===== config.mk =====
export PLATFORM = sky130hd
export DESIGN_NAME = score_draw_ctrl
export DESIGN_NICKNAME = d
export VERILOG_FILES = /design/src/rtl/score_draw_ctrl.sv
export SDC_FILE = /design/constraint.sdc
export NUM_CORES = 1
export LEC_CHECK = 0
export CAP_MARGIN = 40
export CORE_MARGIN = 3
export CORE_UTILIZATION = 30
export CTS_CLUSTER_DIAMETER = 200
export DETAILED_ROUTE_END_ITERATION = 12
export GPL_TIMING_DRIVEN = 0
export SLEW_MARGIN = 10
export SYNTH_ARGS = -nofsm -noshare
export SYNTH_HDL_FRONTEND = slang
export SYNTH_SLANG_ARGS = --single-unit

===== constraint.sdc =====
create_clock -name clock -period 3.8 [get_ports clock]
set_clock_uncertainty 0.15 [all_clocks]
set_input_delay 0.76 -clock clock [delete_from_list [all_inputs] [get_ports clock]]
set_output_delay 0.76 -clock clock [all_outputs]
set_load 0.02 [all_outputs]

===== src/rtl/score_draw_ctrl.sv =====
// Score field sequencer: walks every glyph pixel of each BCD digit,
// drives the glyph ROM and plots the aligned pixel to the VGA adapter.
module score_draw_ctrl #(
  parameter int       NUM_DIGITS = 4,
  parameter int       GLYPH_W    = 16,
  parameter int       GLYPH_H    = 16,
  parameter bit [2:0] BG_COLOUR  = 3'b000,
  parameter bit       BLANK_LZ   = 1'b1
) (
  input  logic                    clock,
  input  logic                    reset,
  input  logic                    start,
  input  logic [4*NUM_DIGITS-1:0] score_bcd,
  input  logic [7:0]              base_x,
  input  logic [6:0]              base_y,
  output logic [11:0]             rom_addr,
  input  logic [2:0]              rom_q,
  output logic [7:0]              x,
  output logic [6:0]              y,
  output logic [2:0]              colour,
  output logic                    plot,
  output logic                    busy,
  output logic                    done
);

  localparam int CW = $clog2(GLYPH_W);
  localparam int RW = $clog2(GLYPH_H);
  localparam int DW = (NUM_DIGITS > 1) ? $clog2(NUM_DIGITS) : 1;

  typedef enum logic [1:0] {
    IDLE,
    DRAW,
    FLUSH,
    DONE
  } state_t;

  state_t                  state;
  logic [4*NUM_DIGITS-1:0] score_q;
  logic [7:0]              bx;
  logic [6:0]              by;
  logic [DW-1:0]           dig;
  logic [RW-1:0]           row;
  logic [CW-1:0]           col;
  logic                    blank_q;
  logic [2:0]              col_hold;

  logic [3:0] dval;
  logic [3:0] kd;
  logic       cur_blank;
  logic       run;
  logic [8:0] xs;
  logic [7:0] ys;
  logic       onscr;
  logic       last;

  // run stays set while every digit so far (from the MSD) is zero
  always_comb begin
    dval      = '0;
    kd        = '0;
    cur_blank = 1'b0;
    run       = 1'b1;
    for (int k = 0; k < NUM_DIGITS; k++) begin
      kd  = score_q[4*(NUM_DIGITS-1-k) +: 4];
      run = run && (kd == 4'd0);
      if (dig == DW'(k)) begin
        dval      = kd;
        cur_blank = BLANK_LZ && run && (k != NUM_DIGITS-1);
      end
    end
  end

  assign rom_addr = 12'({dval, row, col});

  assign xs    = {1'b0, bx} + (9'(dig) << CW) + 9'(col);
  assign ys    = {1'b0, by} + 8'(row);
  assign onscr = (xs < 9'd160) && (ys < 8'd120);
  assign last  = (dig == DW'(NUM_DIGITS-1)) && (&row) && (&col);

  always_ff @(posedge clock or posedge reset) begin
    if (reset) begin
      state   <= IDLE;
      score_q <= '0;
      bx      <= '0;
      by      <= '0;
      dig     <= '0;
      row     <= '0;
      col     <= '0;
      blank_q <= 1'b0;
      x       <= '0;
      y       <= '0;
      plot    <= 1'b0;
      busy    <= 1'b0;
      done    <= 1'b0;
    end else begin
      plot <= 1'b0;
      done <= 1'b0;
      unique case (state)
        IDLE: begin
          if (start) begin
            score_q <= score_bcd;
            bx      <= base_x;
            by      <= base_y;
            dig     <= '0;
            row     <= '0;
            col     <= '0;
            busy    <= 1'b1;
            state   <= DRAW;
          end
        end
        DRAW: begin
          // off-screen pixels advance the walk but leave x/y untouched
          plot <= onscr;
          if (onscr) begin
            x       <= xs[7:0];
            y       <= ys[6:0];
            blank_q <= cur_blank;
          end
          col <= col + 1'b1;
          if (&col) begin
            row <= row + 1'b1;
            if (&row) dig <= dig + 1'b1;
          end
          if (last) state <= FLUSH;
        end
        FLUSH: begin
          busy  <= 1'b0;
          done  <= 1'b1;
          state <= DONE;
        end
        DONE: state <= IDLE;
      endcase
    end
  end

  always_comb begin
    colour = col_hold;
    if (plot) colour = blank_q ? BG_COLOUR : rom_q;
  end

  always_ff @(posedge clock or posedge reset) begin
    if (reset)     col_hold <= '0;
    else if (plot) col_hold <= colour;
  end

endmodule


After elaboration in Yosys (flattened, before gate mapping)

Cells that the tools add are included.

Register bits: 65
Output and inout bits: 33

Multiplexer cells: 25
$lt $le $gt $ge: 2
Reduce and logical (&&, ||, !) cells: 21
Eq/ne operators: 10
$add $sub $neg: 6

Operators with widths:

| kind                | number |
|---|---|
| $mux 4              | 6 |
| $pmux 4 s2          | 2 |
| $logic_not 4->1     | 3 |
| $reduce_and 4->1    | 3 |
| $mux 2              | 5 |
| $reduce_and 2->1    | 5 |
| $add 8x6->9         | 1 |
| $add 9x4->9         | 1 |
| $lt 9x8->1 const B  | 1 |
| $add 4x1->4 const B | 2 |
| $add 7x4->8         | 1 |
| $eq 2x2->1 const B  | 4 |
| $lt 8x7->1 const B  | 1 |
| $ne 2x2->1 const B  | 4 |
| $pmux 2 s4          | 1 |
| $mux 1              | 7 |
| $mux 3              | 2 |
| $logic_and 1x1->1   | 5 |
| $eq 2x1->1 const B  | 2 |
| $logic_not 2->1     | 2 |
| $pmux 2 s2          | 1 |
| $reduce_bool 2->1   | 2 |
| $reduce_and 3->1    | 1 |
| $add 2x1->2 const B | 1 |
| $pmux 1 s2          | 1 |

Longest topological paths before layout

Gate-level depths: netlist (run 1).

Depth after elaboration: 5
Gate-level depth with buffers: 10

Least setup slack after synthesis (run 1)

No wires, ideal clock.

Kind: reg2reg
From: register col[0]
To: register x[3]
Clock period less this slack: 2.940 ns
Data arrival time: 2.665 ns
Cell stages (with the launch flop): 10
Slack: 0.860 ns
Path buffers: 1
Setup time: 0.125 ns
Data required time: 3.525 ns
Cell sequence: dfrtp_1 -> ha_1 -> fa_1 -> a21o_1 -> and4_4 -> or3_4 -> a21oi_2 -> o221ai_4 -> buf_6 -> mux2_4

Cells in the longest elaborated chain, start to end: 4

Ends and longest elaborated chain:

| what                       | line | text |
|---|---|---|
| start: declaration         | 43   | `logic [CW-1:0] col;` |
| start signal: assignment   | 118  | `col <= col + 1'b1;` |
| $add 9x4->9 (*)            | 74   | `assign xs = {1'b0, bx} + (9'(dig) << CW) + 9'(col);` |
| $lt 9x8->1                 | 76   | `assign onscr = (xs < 9'd160) && (ys < 8'd120);` |
| $logic_and 1x1->1          | 76   |  |
| $reduce_and 2->1 (no line) | n/a  |  |
| end signal: assignment     | 114  | `x <= xs[7:0];` |
| end: declaration           | 18   | `output logic [7:0] x,` |

Every way passes the cells marked *; elsewhere a longest branch is shown, timed or not.
A chain may end at the register's enable or synchronous reset.

Worst setup path after layout (run 1)

From: register dig[1]
To: output port rom_addr[9]

Cells in the longest elaborated chain, start to end: 5

Ends and longest elaborated chain:

| what                     | line | text |
|---|---|---|
| start: declaration       | 41   | `logic [DW-1:0] dig;` |
| start signal: assignment | 121  | `if (&row) dig <= dig + 1'b1;` |
| $logic_not 2->1          | 65   | `if (dig == DW'(k)) begin` |
| $mux 4 (3 in series)     | 65   |  |
| $mux 4 (*)               | 65   |  |
| end: declaration         | 16   | `output logic [11:0] rom_addr,` |

Marked as above.

==> metrics.md, run 1 <==
| Metric | Value |
|---|---|
| Nets | `436` |
| Worst-Skew Late Latency | `320 ps` |
| CP startpoint kind | `flip-flop` |
| Syn_area_per_cell | `11.4 um^2` |
| Final Wtd Congestion | `0.752` |
| Max-Cap Viols | `0` |
| DP HPWL | `5.48 mm` |
| Layout cells sized above 1 | `18.5%` |
| Met1 wire length | `3.54 mm` |
| Final Util | `41.8%` |
| Largest net degree at the start of global routing | `66` |
| Cell variety after synth | `41` |
| Hold path depth | `2` |
| Die extent in x | `112 um` |
| Pwr Total | `1.56 mW` |
| CTS Root Cell | `clkbuf_16` |
| Vias in the first global route | `2536` |
| Total GRT Usage | `12.2%` |
| CTS Hold Bufs | `0` |
| CP bufs+invs | `3` |
| Top Ports | `70` |
| Ys Warns | `0` |
| Fin Setup TNS | `0 ps` |
| Data required time at the worst endpoint | `2890 ps` |
| Clk pwr share | `52.2%` |
| Max incr delay on CP | `630 ps` |
| Setup bufs post-CTS | `0` |
| DR vias | `2463` |
| Port Buf Inserts | `69` |
| CP endpoint kind | `primary output` |
| Area of the multi-input gates | `1630 um^2` |
| Initial Utilization | `30.9%` |
| Clock transition at path regs | `50 ps` |
| Sw frac | `20.0%` |
| Sw Pwr | `313 uW` |
| Tmin final | `3300 ps` |
| CORE AREA | `10900 um^2` |
| Area delta synth->final | `35.3%` |
| Slew HR | `54.2%` |
| N_diodes | `0` |
| Logic pwr share | `3.6%` |
| # DRC | `0` |
| Peak Freq | `0.303 GHz` |
| Type of the tightest min-delay check | `reg -> reg` |
| DR WL met3 | `270 um` |
| Resized cells post-CTS | `0` |
| Slowest cell on the critical path | `clkdlybuf4s50_1` |
| GR Overflow Total | `0` |
| Slew @ Worst Pin | `686 ps` |
| Total die area | `12600 um^2` |
| Inserted Clock Buffers | `9` |
| P_leak | `2.08 nW` |
| Post-route ant nets | `0` |
| Final WL | `7.30 mm` |
| Mapped cell area | `3380 um^2` |
| Post-route cell area | `4580 um^2` |
| Crit path cell chain | `inv_1 > ha_1 > clkbuf_1 > nor2_1 > a21oi_1 > nor2_1 > a21oi_1 > o21ai_0 > clkdlybuf4s50_1` |
| Filler instances | `1102` |
| CP Data Arrival Time | `2390 ps` |
| Fin. Hold Viols | `0` |
| Critical-path maximum fanout | `9` |
| First-pass GRT wire length | `12.4 mm` |
| Status | `complete, no violations` |
| Drt first-iter violations | `91` |
| Critical path depth | `9` |
| Synth Instances | `297` |
| Register area share after synthesis | `48.1%` |
| Top layer in use | `met4` |
| # rows | `38` |
| Clk buf depth | `2` |
| Seq pwr share | `44.3%` |
| CTS Sinks | `65` |
| #FFs+latches synth | `65` |
| H-tree Lvls | `3` |
| Syn Nets | `355` |
| Placed instance area | `4250 um^2` |
| R2r worst-path depth | `9` |
| Initial antenna violation count | `0` |
| TritonCTS clock tree | `built` |
| Die Ht | `112 um` |
| Register area | `1630 um^2` |
| Final period util | `86.7%` |
| Final Max Slew Viols | `0` |
| Met2 routed WL | `3.40 mm` |
| Power Density | `342 nW/um^2` |
| Final Setup Violations | `0` |
| VDD IR max | `0.257 mV` |
| Post-DR vias/cell | `4.71` |
| WL per Instance | `14.0 um` |
| Int Pwr | `1.25 mW` |
| RSZ-0062 raised after global routing | `false` |
| Top delay family on crit path | `buffers and inverters` |
| TritonRoute pass-1 iters | `4` |
| Critical path start-end classification | `reg -> out` |
placed cells by master (no fill, tap or decap), types with 2 or more instances in the layout:
| master | count |
|---|---|
| xor2_1 | 3 |
| o21ai_0 | 20 |
| nor3_1 | 3 |
| a21oi_1 | 16 |
| mux2_4 | 5 |
| nor2_1 | 15 |
| a22o_1 | 3 |
| mux2_2 | 40 |
| o211ai_1 | 2 |
| and3_1 | 2 |
| nand3_1 | 8 |
| buf_6 | 2 |
| mux2i_1 | 6 |
| ha_1 | 19 |
| nand4_1 | 3 |
| o211a_1 | 2 |
| dfrtp_1 | 65 |
| nand2b_1 | 2 |
| nand2_1 | 23 |
| clkinv_2 | 2 |
| inv_1 | 19 |
| nor4_1 | 2 |
| a21oi_2 | 2 |
| clkinvlp_4 | 2 |
| buf_1 | 3 |
| xnor2_1 | 7 |
| clkbuf_1 | 5 |
| clkdlybuf4s50_1 | 69 |
| fa_1 | 2 |
| nor2b_1 | 2 |
| a21o_1 | 3 |
| clkbuf_16 | 9 |
flip-flops by register name, summed over array words and instances (netlist names), 3 cells and up:
name / flops
x: 8
col_hold: 3
score_q: 16
row: 4
bx: 8
col: 4
y: 7
by: 7
through the flow:
step / std cells / hold WS [ps] / setup WS, ps
6_report: 523 / 333 / 504
5_1_grt: 523 / 364 / 264
4_1_cts: 522 / 337 / 452
3_5_place_dp: 506 / 323 / 694
3_3_place_gp: 506 / 320 / 115
2_1_floorplan: 297 / 329 / 860
power by group through the flow:
stage                     Sequential (mW)  Clock [mW]  Combinational (mW)
after CTS                           0.692       0.844              0.0546
after global placement              0.705           0              0.0532
after floorplan                     0.705           0              0.0106
final                               0.693       0.816              0.0560
after global routing                0.692       0.866              0.0619
after detailed placement            0.705           0              0.0543
synth_stat cells:
cell / instances / area (um^2)
mux2_4: 5 / 75.1
o221ai_4: 1 / 26.3
buf_6: 2 / 22.5
a21oi_1: 16 / 80.1
or4b_1: 1 / 10.0
mux2i_1: 6 / 60.1
a21o_1: 3 / 22.5
xnor2_1: 7 / 61.3
o211a_1: 2 / 20.0
a31oi_1: 1 / 6.26
o211ai_1: 2 / 15.0
and2_1: 1 / 6.26
buf_1: 3 / 11.3
nand2_1: 23 / 86.3
or3_4: 1 / 11.3
inv_1: 20 / 75.1
fa_1: 2 / 40.0
o21ai_1: 1 / 5.00
dfrtp_1: 65 / 1630
nand4_1: 3 / 18.8
a211oi_2: 1 / 12.5
nand3_1: 8 / 40.0
and4_4: 1 / 11.3
or4_1: 1 / 7.51
xor2_1: 3 / 26.3
nor2_1: 15 / 56.3
clkbuf_1: 4 / 15.0
o21ai_0: 20 / 100
nand2b_1: 2 / 12.5
and3b_1: 1 / 8.76
a22o_1: 3 / 26.3
o21ba_2: 1 / 10.0
nor3_1: 3 / 15.0
ha_1: 19 / 238
a32o_1: 1 / 10.0
o21bai_1: 1 / 7.51
and3_1: 2 / 12.5
mux2_2: 40 / 450
nor4_1: 2 / 12.5
a21oi_2: 2 / 17.5
nor2b_1: 2 / 12.5
final timing paths:
| kind | startpoint | endpoint | slack [ps] |
|---|---|---|---|
| setup / recovery | dig[1] | rom_addr[9] | 500 |
| min in group asynchronous | reset | col_hold[2] | 600 |
| hold reg to reg | busy | busy | 330 |
| setup reg to reg | col[0] | x[4] | 730 |
| hold / removal | busy | busy | 330 |
| max in group asynchronous | reset | bx[0] | 2390 |
cell type report:
class                   count  area share (%)
flip-flops and latches     65            35.5
multi-input cells         203            35.7
inverters                  20            1.70
repair buffers             70            15.7
plain buffers               9            1.07
well taps                 140            3.83
clock buffers              11            5.30
clock inverters             5            1.20
cells by family (layout without fill, tap and decap cells):
group                    after synthesis  after routing  share of synthesized area [%]
flip-flops                            65             65                           48.1
AO/OA/AOI/OAI                         55             55                           10.6
multiplexers                          51             51                           17.3
XOR/XNOR                              10             10                           2.59
buffers and inverters                 29            115                           3.66
adder cells (fa/ha/maj)               21             21                           8.21
AND/OR/NAND/NOR                       66             66                           9.51
tightest hold or removal path, delay by kind of cell (launching register included):
kind	cells	cell delay, ps
AND/OR/NAND/NOR	1	50
AO/OA/AOI/OAI	1	60
flip-flops	1	340
routing by layer:
metal	vias up	GRT usage [%]
li1	1212	-
met1	1199	16.6
met2	45	19.4
met3	7	3.07
met4	0	3.37
met5	-	0
Power figures use the tool's default switching activity.
==> run 2, diff against run 1 <==
--- a/config.mk
+++ b/config.mk
@@ -5,12 +5,13 @@
 export SDC_FILE = /design/constraint.sdc
 export NUM_CORES = 1
 export LEC_CHECK = 0
-export CAP_MARGIN = 40
+export CAP_MARGIN = 25
 export CORE_MARGIN = 3
 export CORE_UTILIZATION = 30
 export CTS_CLUSTER_DIAMETER = 200
 export DETAILED_ROUTE_END_ITERATION = 12
 export GPL_TIMING_DRIVEN = 0
+export PLACE_DENSITY = 0.48
 export SLEW_MARGIN = 10
 export SYNTH_ARGS = -nofsm -noshare
 export SYNTH_HDL_FRONTEND = slang
==> run 2 against run 1 <==
  * Die area unchanged
  * Core utilization shrank 0.080 points
  * Worst setup slack better by 9.1 ps
  * Combinational power about the same
  * Critical path depth shrank 1
  * Power is 1.1% lower
  * Clock power down 2%
  * Maximum frequency is 0.28% higher
  * Clock-buffer cell count grew 1
  * Sequential cell count stayed put
  * Cell count did not move
  * Wire length up 1.2%
  * Largest power group unchanged
  * Highest routed layer unchanged
==> metrics.md, run 2 (same netlist as run 1, synthesis figures left out) <==
| Metric | Value |
|---|---|
| Setup bufs post-CTS | `0` |
| Max reg flops | `16` |
| Final Max Slew Viols | `0` |
| CORE AREA | `10900 um^2` |
| H-tree Lvls | `3` |
| Tmin final | `3290 ps` |
| Peak Freq | `0.304 GHz` |
| GR Overflow Total | `0` |
| Total die area | `12600 um^2` |
| Final Wtd Congestion | `0.702` |
| DR vias | `2417` |
| CTS Root Cell | `clkbuf_16` |
| WL per Instance | `14.1 um` |
| CTS Hold Bufs | `0` |
| Final Setup Violations | `0` |
| Die extent in x | `112 um` |
| CTS Sinks | `65` |
| RSZ-0062 raised after global routing | `false` |
| Pwr Total | `1.55 mW` |
| Hold path depth | `2` |
| Critical-path maximum fanout | `9` |
| Critical path start-end classification | `reg -> out` |
| Crit-path most repeated cell | `a21oi_1` |
| Max-Cap Viols | `0` |
| Final WL | `7.38 mm` |
| Filler instances | `1087` |
| R2R Path Start | `col[0]` |
| Vias in the first global route | `2416` |
| Commonest cells after routing, fill and taps aside | `clkdlybuf4s50_1, dfrtp_1, mux2_2` |
| DP HPWL | `5.68 mm` |
| Drt first-iter violations | `48` |
| Fin cells | `523` |
| Most common cell after layout, fill and taps aside | `clkdlybuf4s50_1` |
| Final period util | `86.5%` |
| P_leak | `2.08 nW` |
| Die Ht | `112 um` |
| Nets | `436` |
| Placed instance area | `4280 um^2` |
| Worst Setup EP | `rom_addr[8]` |
| Post-route cell area | `4570 um^2` |
| First-pass GRT wire length | `12.4 mm` |
| # DRC | `0` |
| Clock transition at path regs | `50 ps` |
| Critical Path Start | `dig[1]` |
| Power Density | `339 nW/um^2` |
| Final Util | `41.8%` |
| Port Buf Inserts | `69` |
| Top delay family on crit path | `buffers and inverters` |
| CP bufs+invs | `3` |
| Largest net degree at the start of global routing | `45` |
| Reg-to-reg slack, setup | `720 ps` |
| Biggest regs | `score_q x16, bx x8, x x8` |
| Initial Utilization | `30.9%` |
| CP startpoint kind | `flip-flop` |
| Post-route ant nets | `0` |
| Fin Setup TNS | `0 ps` |
| N_diodes | `0` |
| CP endpoint kind | `primary output` |
| TritonRoute pass-1 iters | `4` |
| Initial antenna violation count | `0` |
| Critical path depth | `8` |
| Slew @ Worst Pin | `630 ps` |
| # rows | `38` |
| Fin. Hold Viols | `0` |
| Top reg by flops | `score_q` |
| Total GRT Usage | `12.4%` |
| Area delta synth->final | `35.0%` |
| Slew HR | `58.0%` |
| Crit path cell chain | `inv_1 > ha_1 > clkbuf_1 > a21oi_1 > nor2_1 > a21oi_1 > o21ai_0 > clkdlybuf4s50_1` |
| Status | `complete, no violations` |
| Resized cells post-CTS | `0` |
| Post-DR vias/cell | `4.62` |
| Max incr delay on CP | `640 ps` |
| Top Ports | `70` |
| CP Data Arrival Time | `2380 ps` |
| R2r worst-path depth | `9` |
| VDD IR max | `0.164 mV` |
| Dpl cells | `507` |
| TritonCTS clock tree | `built` |
| Data required time at the worst endpoint | `2890 ps` |
| Slowest cell on the critical path | `clkdlybuf4s50_1` |
| Layout cells sized above 1 | `18.0%` |
| Clk buf depth | `2` |
| Inserted Clock Buffers | `9` |
| Worst-Skew Late Latency | `320 ps` |
| Type of the tightest min-delay check | `reg -> reg` |
| R2r endpoint | `y[0]` |
run 2: cell type report:
class	count	area, um^2	area share [%]
buffer	9	48.8	1.07
clock buffer	12	236	5.18
clock inverter	4	52.6	1.15
inverter	20	77.6	1.70
multi-input combinational	203	1630	35.7
sequential	65	1630	35.6
tap	140	175	3.84
timing repair buffer	70	718	15.7
run 2: through the flow:
stage	setup slack (ps)	hold slack (ps)
2_1_floorplan	860	329
3_3_place_gp	-48.0	334
3_5_place_dp	706	326
4_1_cts	449	359
5_1_grt	211	367
6_report	513	353
run 2: power breakdown:
part           switching, mW  internal, mW
clock                  0.289         0.510
combinational         0.0203        0.0357
sequential                 0         0.693
run 2: how the worst min path moves through the flow:
stage	start	end	slack, ps
final	busy	busy	350
after CTS	busy	busy	360
after global routing	x[0]	x[0]	370
after global placement	busy	busy	330
after floorplan	score_q[2]	score_q[2]	330
after detailed placement	busy	busy	330
run 2: tightest hold or removal path: stages, from the launching register on:
cell,delay (ps)
dfrtp_1,350
nand2_1,50
o21ai_0,60
run 2: routing by layer:
layer / share of wire (%) / GRT usage, %
met1: 49 / 17.3
met2: 45 / 19.0
met3: 3.9 / 2.96
met4: 1.7 / 4.33
met5: 0 / 0
